--- config.mk ---
export PLATFORM = sky130hd
export DESIGN_NAME = io_uart_tx
export DESIGN_NICKNAME = d
export VERILOG_FILES = /design/src/rtl/io_uart_tx.sv
export SDC_FILE = /design/constraint.sdc
export NUM_CORES = 1
export LEC_CHECK = 0
export CORE_ASPECT_RATIO = 1.2
export CORE_MARGIN = 4
export CORE_UTILIZATION = 40
export CTS_CLUSTER_SIZE = 20
export DETAILED_ROUTE_END_ITERATION = 16
export PLACE_DENSITY = 0.65
export SYNTH_ARGS = -nofsm -noshare
export SYNTH_HDL_FRONTEND = slang
export SYNTH_SLANG_ARGS = --single-unit
--- constraint.sdc ---
create_clock -name clk -period 3.2 [get_ports clk]
set_clock_uncertainty 0.05 [all_clocks]
set_input_delay 0.48 -clock clk [delete_from_list [all_inputs] [get_ports clk]]
set_output_delay 0.48 -clock clk [all_outputs]
set_load 0.1 [all_outputs]
--- src/rtl/io_uart_tx.sv ---
// Memory-mapped 8N1 UART transmitter with a small write FIFO and a pollable status word.
// Sits on the core IO bus as a responder; bytes written to UART_DATA are serialised on TXD.
module io_uart_tx #(
    parameter int unsigned CLK_FREQ_HZ = 40_000_000,
    parameter int unsigned BAUD        = 115_200,
    parameter int unsigned FIFO_DEPTH  = 8
) (
    input  logic        clk,
    input  logic        reset,
    input  logic [31:0] IO_mem_addr,
    input  logic [31:0] IO_mem_wdata,
    input  logic        IO_mem_wr,
    output logic [31:0] IO_mem_rdata,
    output logic        TXD
);

    localparam int unsigned CLKS_PER_BIT = CLK_FREQ_HZ / BAUD;
    localparam int unsigned PTR_W        = $clog2(FIFO_DEPTH);
    localparam int unsigned CNT_W        = $clog2(CLKS_PER_BIT);
    localparam logic [CNT_W-1:0] BAUD_LAST = CNT_W'(CLKS_PER_BIT - 1);
    localparam logic [3:0]       DEPTH_CNT = 4'(FIFO_DEPTH);

    if (CLKS_PER_BIT < 2) begin : g_bad_baud
        $error("io_uart_tx: CLK_FREQ_HZ/BAUD must be at least 2");
    end
    if (FIFO_DEPTH < 2 || FIFO_DEPTH > 8 || (FIFO_DEPTH & (FIFO_DEPTH - 1)) != 0) begin : g_bad_depth
        $error("io_uart_tx: FIFO_DEPTH must be a power of two in 2..8");
    end

    typedef enum logic [1:0] {StIdle, StStart, StData, StStop} state_e;

    logic             sel_io, sel_data, sel_stat;
    logic             push_req, push, pop, full, empty;
    logic             ovf_q, ovf_d;
    logic [3:0]       count_q, count_d;
    logic [PTR_W-1:0] wr_ptr_q, rd_ptr_q;
    logic [7:0]       mem [FIFO_DEPTH];

    state_e           state_q, state_d;
    logic [CNT_W-1:0] baud_q, baud_d;
    logic [2:0]       bit_q, bit_d;
    logic [7:0]       shift_q, shift_d;
    logic             txd_q, txd_d;
    logic             baud_done;

    logic unused_bits;
    assign unused_bits = ^{IO_mem_addr[31:23], IO_mem_addr[21:5], IO_mem_addr[2:0],
                           IO_mem_wdata[31:8]};

    // Word address bit 1 is byte address bit 3, word bit 2 is byte bit 4.
    assign sel_io   = IO_mem_addr[22];
    assign sel_data = sel_io & IO_mem_addr[3];
    assign sel_stat = sel_io & IO_mem_addr[4];

    assign full     = (count_q == DEPTH_CNT);
    assign empty    = (count_q == 4'd0);
    assign push_req = IO_mem_wr & sel_data;
    assign push     = push_req & ~full;

    assign count_d = count_q + 4'(push) - 4'(pop);

    always_comb begin
        ovf_d = ovf_q;
        if (IO_mem_wr && sel_stat && IO_mem_wdata[3]) begin
            ovf_d = 1'b0;
        end
        if (push_req && full) begin
            ovf_d = 1'b1;
        end
    end

    always_ff @(posedge clk) begin
        if (reset) begin
            count_q  <= 4'd0;
            wr_ptr_q <= '0;
            rd_ptr_q <= '0;
            ovf_q    <= 1'b0;
        end else begin
            count_q <= count_d;
            ovf_q   <= ovf_d;
            if (push) begin
                wr_ptr_q <= wr_ptr_q + PTR_W'(1);
            end
            if (pop) begin
                rd_ptr_q <= rd_ptr_q + PTR_W'(1);
            end
        end
    end

    always_ff @(posedge clk) begin
        if (push) begin
            mem[wr_ptr_q] <= IO_mem_wdata[7:0];
        end
    end

    assign baud_done = (baud_q == BAUD_LAST);

    // TXD is computed one cycle ahead so the line comes straight from a flop.
    always_comb begin
        state_d = state_q;
        baud_d  = baud_q;
        bit_d   = bit_q;
        shift_d = shift_q;
        txd_d   = txd_q;
        pop     = 1'b0;
        unique case (state_q)
            StIdle: begin
                txd_d = 1'b1;
                if (!empty) begin
                    pop     = 1'b1;
                    shift_d = mem[rd_ptr_q];
                    baud_d  = '0;
                    txd_d   = 1'b0;
                    state_d = StStart;
                end
            end
            StStart: begin
                if (baud_done) begin
                    baud_d  = '0;
                    bit_d   = 3'd0;
                    txd_d   = shift_q[0];
                    state_d = StData;
                end else begin
                    baud_d = baud_q + CNT_W'(1);
                end
            end
            StData: begin
                if (baud_done) begin
                    baud_d = '0;
                    if (bit_q == 3'd7) begin
                        txd_d   = 1'b1;
                        state_d = StStop;
                    end else begin
                        bit_d   = bit_q + 3'd1;
                        shift_d = shift_q >> 1;
                        txd_d   = shift_q[1];
                    end
                end else begin
                    baud_d = baud_q + CNT_W'(1);
                end
            end
            StStop: begin
                if (baud_done) begin
                    baud_d = '0;
                    if (!empty) begin
                        pop     = 1'b1;
                        shift_d = mem[rd_ptr_q];
                        txd_d   = 1'b0;
                        state_d = StStart;
                    end else begin
                        txd_d   = 1'b1;
                        state_d = StIdle;
                    end
                end else begin
                    baud_d = baud_q + CNT_W'(1);
                end
            end
        endcase
    end

    always_ff @(posedge clk) begin
        if (reset) begin
            state_q <= StIdle;
            baud_q  <= '0;
            bit_q   <= 3'd0;
            shift_q <= 8'd0;
            txd_q   <= 1'b1;
        end else begin
            state_q <= state_d;
            baud_q  <= baud_d;
            bit_q   <= bit_d;
            shift_q <= shift_d;
            txd_q   <= txd_d;
        end
    end

    assign TXD = txd_q;

    always_comb begin
        IO_mem_rdata = 32'd0;
        if (sel_data || sel_stat) begin
            IO_mem_rdata = {20'd0, count_q, 4'd0, ovf_q, (state_q != StIdle), empty, full};
        end
    end

endmodule

==> flow_metrics.env <==
export IMPL_critical_path_endpoint_type="register"
export IMPL_pin_count=100
export IMPL_setup_violations=0
export IMPL_numCtsBuffers=9
export IMPL_rsz0062_at_grt="false"
export IMPL_p_leak_nw=1.86
export IMPL_ys_seq_area_frac=0.580
export IMPL_diodes=0
export IMPL_via_count=2799
export IMPL_ys_ff_latch=101
export IMPL_die_y_um=125
export IMPL_final_max_slew_viol_count=0
export IMPL_power_density_nw_per_um2=747
export IMPL_arrival_ns=2.87
export IMPL_min_from="shift_q[7]"
export IMPL_ys_types=51
export IMPL_worstPathRequired_ns=3.37
export IMPL_die_x_um=106
export IMPL_wl_per_cell_um=15.3
export IMPL_fin_setup_tns_ns=0
export IMPL_initial_core_util=0.412
export IMPL_multi_input_area_um2=1690
export IMPL_firstDrtPassIters=4
export IMPL_antenna_left=0
export IMPL_avgSynthCellArea_um2=13.0
export IMPL_stdcell_count=542
export IMPL_wl_met1_mm=3.58
export IMPL_status="finished clean"
export IMPL_switching_share=0.357
export IMPL_highest_layer="met4"
export IMPL_synth_edff_count=64
export IMPL_dr_wl_met3_um=276
export IMPL_grt_pass1_wl_mm=13.7
export IMPL_clk_pin_slew_ns=0.07
export IMPL_io_buffer_count=22
export IMPL_p_sw_mw=1.38
export IMPL_drc=0
export IMPL_antenna_found_initial=0
export IMPL_place_inst=526
export IMPL_fmax_mhz=371
export IMPL_layout_min_cycle_time_ns=2.69
export IMPL_via_per_inst=5.16
export IMPL_nFillCells=1027
export IMPL_final_nets=468
export IMPL_r2r_start="baud_q[0]"
export IMPL_ff_latch_area_um2=2660
export IMPL_clk_path_buf_depth=2
export IMPL_clk_latency_ns=0.34
export IMPL_finalCritPeriodShare=0.841
export IMPL_cts_root_buf="clkbuf_16"
export IMPL_ctsHoldBuffers=0
export IMPL_vdd_drop_max_mv=0.394
export IMPL_grt_max_degree=28
export IMPL_whs_ns=0.423
export IMPL_syn_to_final_growth_pct=13.3
export IMPL_first_global_vias=2673
export IMPL_intPower_mw=2.50
export IMPL_async_reset_ff_frac=0
export IMPL_startpoint_type="register"
export IMPL_p_seq_frac=0.402
export IMPL_final_cell_mix="edfxtp_1 (64), dfxtp_1 (37), nor2_1 (29)"
export IMPL_power_total_mw=3.88
export IMPL_dr_wl_met2_mm=4.27
export IMPL_syn_cell_area_um2=4590
export IMPL_p_clk_frac=0.269
export IMPL_tightest_slew_ns=0.765
export IMPL_drive_above_1_share=0.165
export IMPL_layout_commonest_cell="edfxtp_1"
export IMPL_synth_ff_type="edfxtp_1"
export IMPL_grt_usage=0.131
export IMPL_syn_inst=354
export IMPL_cts_sinks=101
export IMPL_grt_overflow_total=0
export IMPL_cts_tree="yes"
export IMPL_report_final_hold_viol_count=0
export IMPL_place_gp_congestion=0.731
export IMPL_drt_iter0_markers=108
export IMPL_routed_wl_mm=8.28
export IMPL_hp_class="register to register"
export IMPL_maxCapViolCount=0
export IMPL_ctsResizeCount=0
export IMPL_core_um2=11100
export IMPL_h_tree_depth=3
export IMPL_rows=42
export IMPL_slew_headroom=0.489
export IMPL_post_cts_buffers=0
export IMPL_dp_hpwl_mm=5.77
export IMPL_dieArea_um2=13300
export IMPL_comb_power_share=0.328
export IMPL_crit_type="register to register"
export IMPL_crit_path_max_fanout=5
export IMPL_cp_startpoint="baud_q[0]"
export IMPL_yosys_warnings=0
-- state kept, by name, summed over array words and instances, names as in the netlist, named ones only --
signal / cells
state_q: 2
bit_q: 3
ovf_q: 1
shift_q: 8
count_q: 4
TXD: 1
mem: 64
wr_ptr_q: 3
baud_q: 9
rd_ptr_q: 3
-- metrics by stage --
stage | setup WS (ns) | utilization | area [um2]
after global routing | 0.323 | 0.466 | 5200
after CTS | 0.492 | 0.466 | 5200
after floorplan | 0.398 | - | 4670
final | 0.508 | 0.466 | 5200
after global placement | 0.514 | 0.440 | 4910
after detailed placement | 0.526 | 0.440 | 4910
-- critical path: stages (launching register included) --
cell and delay, ns:
dfxtp_1 0.39, inv_1 0.10, ha_1 0.21, and4_1 0.24, a31oi_1 0.31, nor3_2 0.13
ha_1 0.32, inv_1 0.06, ha_1 0.16, inv_1 0.06, fa_1 0.37, xor2_1 0.15
nor2_1 0.05
-- synthesized netlist by cell type, types with 3 or more instances --
| library cell | count | area share |
|---|---|---|
| a21o_1 | 3 | 0.0049 |
| a21oi_1 | 20 | 0.022 |
| a22o_1 | 7 | 0.013 |
| a311oi_1 | 9 | 0.017 |
| a41oi_1 | 3 | 0.0057 |
| and3_1 | 3 | 0.0041 |
| buf_4 | 24 | 0.039 |
| clkbuf_1 | 12 | 0.0098 |
| dfxtp_1 | 37 | 0.16 |
| edfxtp_1 | 64 | 0.42 |
| ha_1 | 17 | 0.046 |
| inv_1 | 21 | 0.017 |
| mux2_2 | 4 | 0.0098 |
| mux4_2 | 16 | 0.079 |
| nand2_1 | 10 | 0.0082 |
| nand2b_1 | 8 | 0.011 |
| nand3_1 | 6 | 0.0065 |
| nor2_1 | 29 | 0.024 |
| nor2b_1 | 3 | 0.0041 |
| nor3_1 | 3 | 0.0033 |
| o21ai_0 | 6 | 0.0065 |
| o22ai_1 | 8 | 0.011 |
-- kinds of logic (layout without fill, tap and decap cells) --
group                      count (synthesis)  in the layout  share of synthesized area
xor gates and xnor gates                   3              3                    0.00573
AOI/OAI and AO/OA                         67             67                      0.102
and+or+nand+nor                           82             82                     0.0966
DFF                                      101            101                      0.580
adders and majority gates                 18             18                     0.0507
other                                      1             24                   0.000818
buffers and inverters                     60             71                     0.0709
muxes                                     22             22                     0.0927
-- power groups by stage --
stage / combinational, mW / clock (mW) / sequential (mW)
2_1_floorplan: 1.03 / 0 / 1.61
3_3_place_gp: 1.26 / 0 / 1.59
3_5_place_dp: 1.28 / 0 / 1.59
4_1_cts: 1.29 / 1.07 / 1.56
5_1_grt: 1.41 / 1.13 / 1.58
6_report: 1.27 / 1.05 / 1.56
-- worst paths after layout --
| check | to | slack [ns] | cells after the start |
|---|---|---|---|
| worst max-delay path | count_q[2] | 0.51 | 12 |
| worst max register to register | count_q[2] | 0.51 | 12 |
| worst min-delay path | shift_q[7] | 0.42 | 1 |
| worst min register to register | shift_q[7] | 0.42 | 1 |
-- area by class of cell --
class                           instances  area share
Multi-Input combinational cell        216       0.324
Clock buffer                            9      0.0433
Clock inverter                          7      0.0123
Tap cell                              154      0.0371
Sequential cell                       101       0.512
Timing Repair Buffer                   34      0.0554
Inverter                               21      0.0152
-- layer usage --
layer / GRT usage / vias to the layer above
li1: - / 1335
met1: 0.166 / 1388
met2: 0.223 / 66
met3: 0.0149 / 10
met4: 0.0617 / 0
met5: 0 / -
Power figures use the tool's default switching activity.
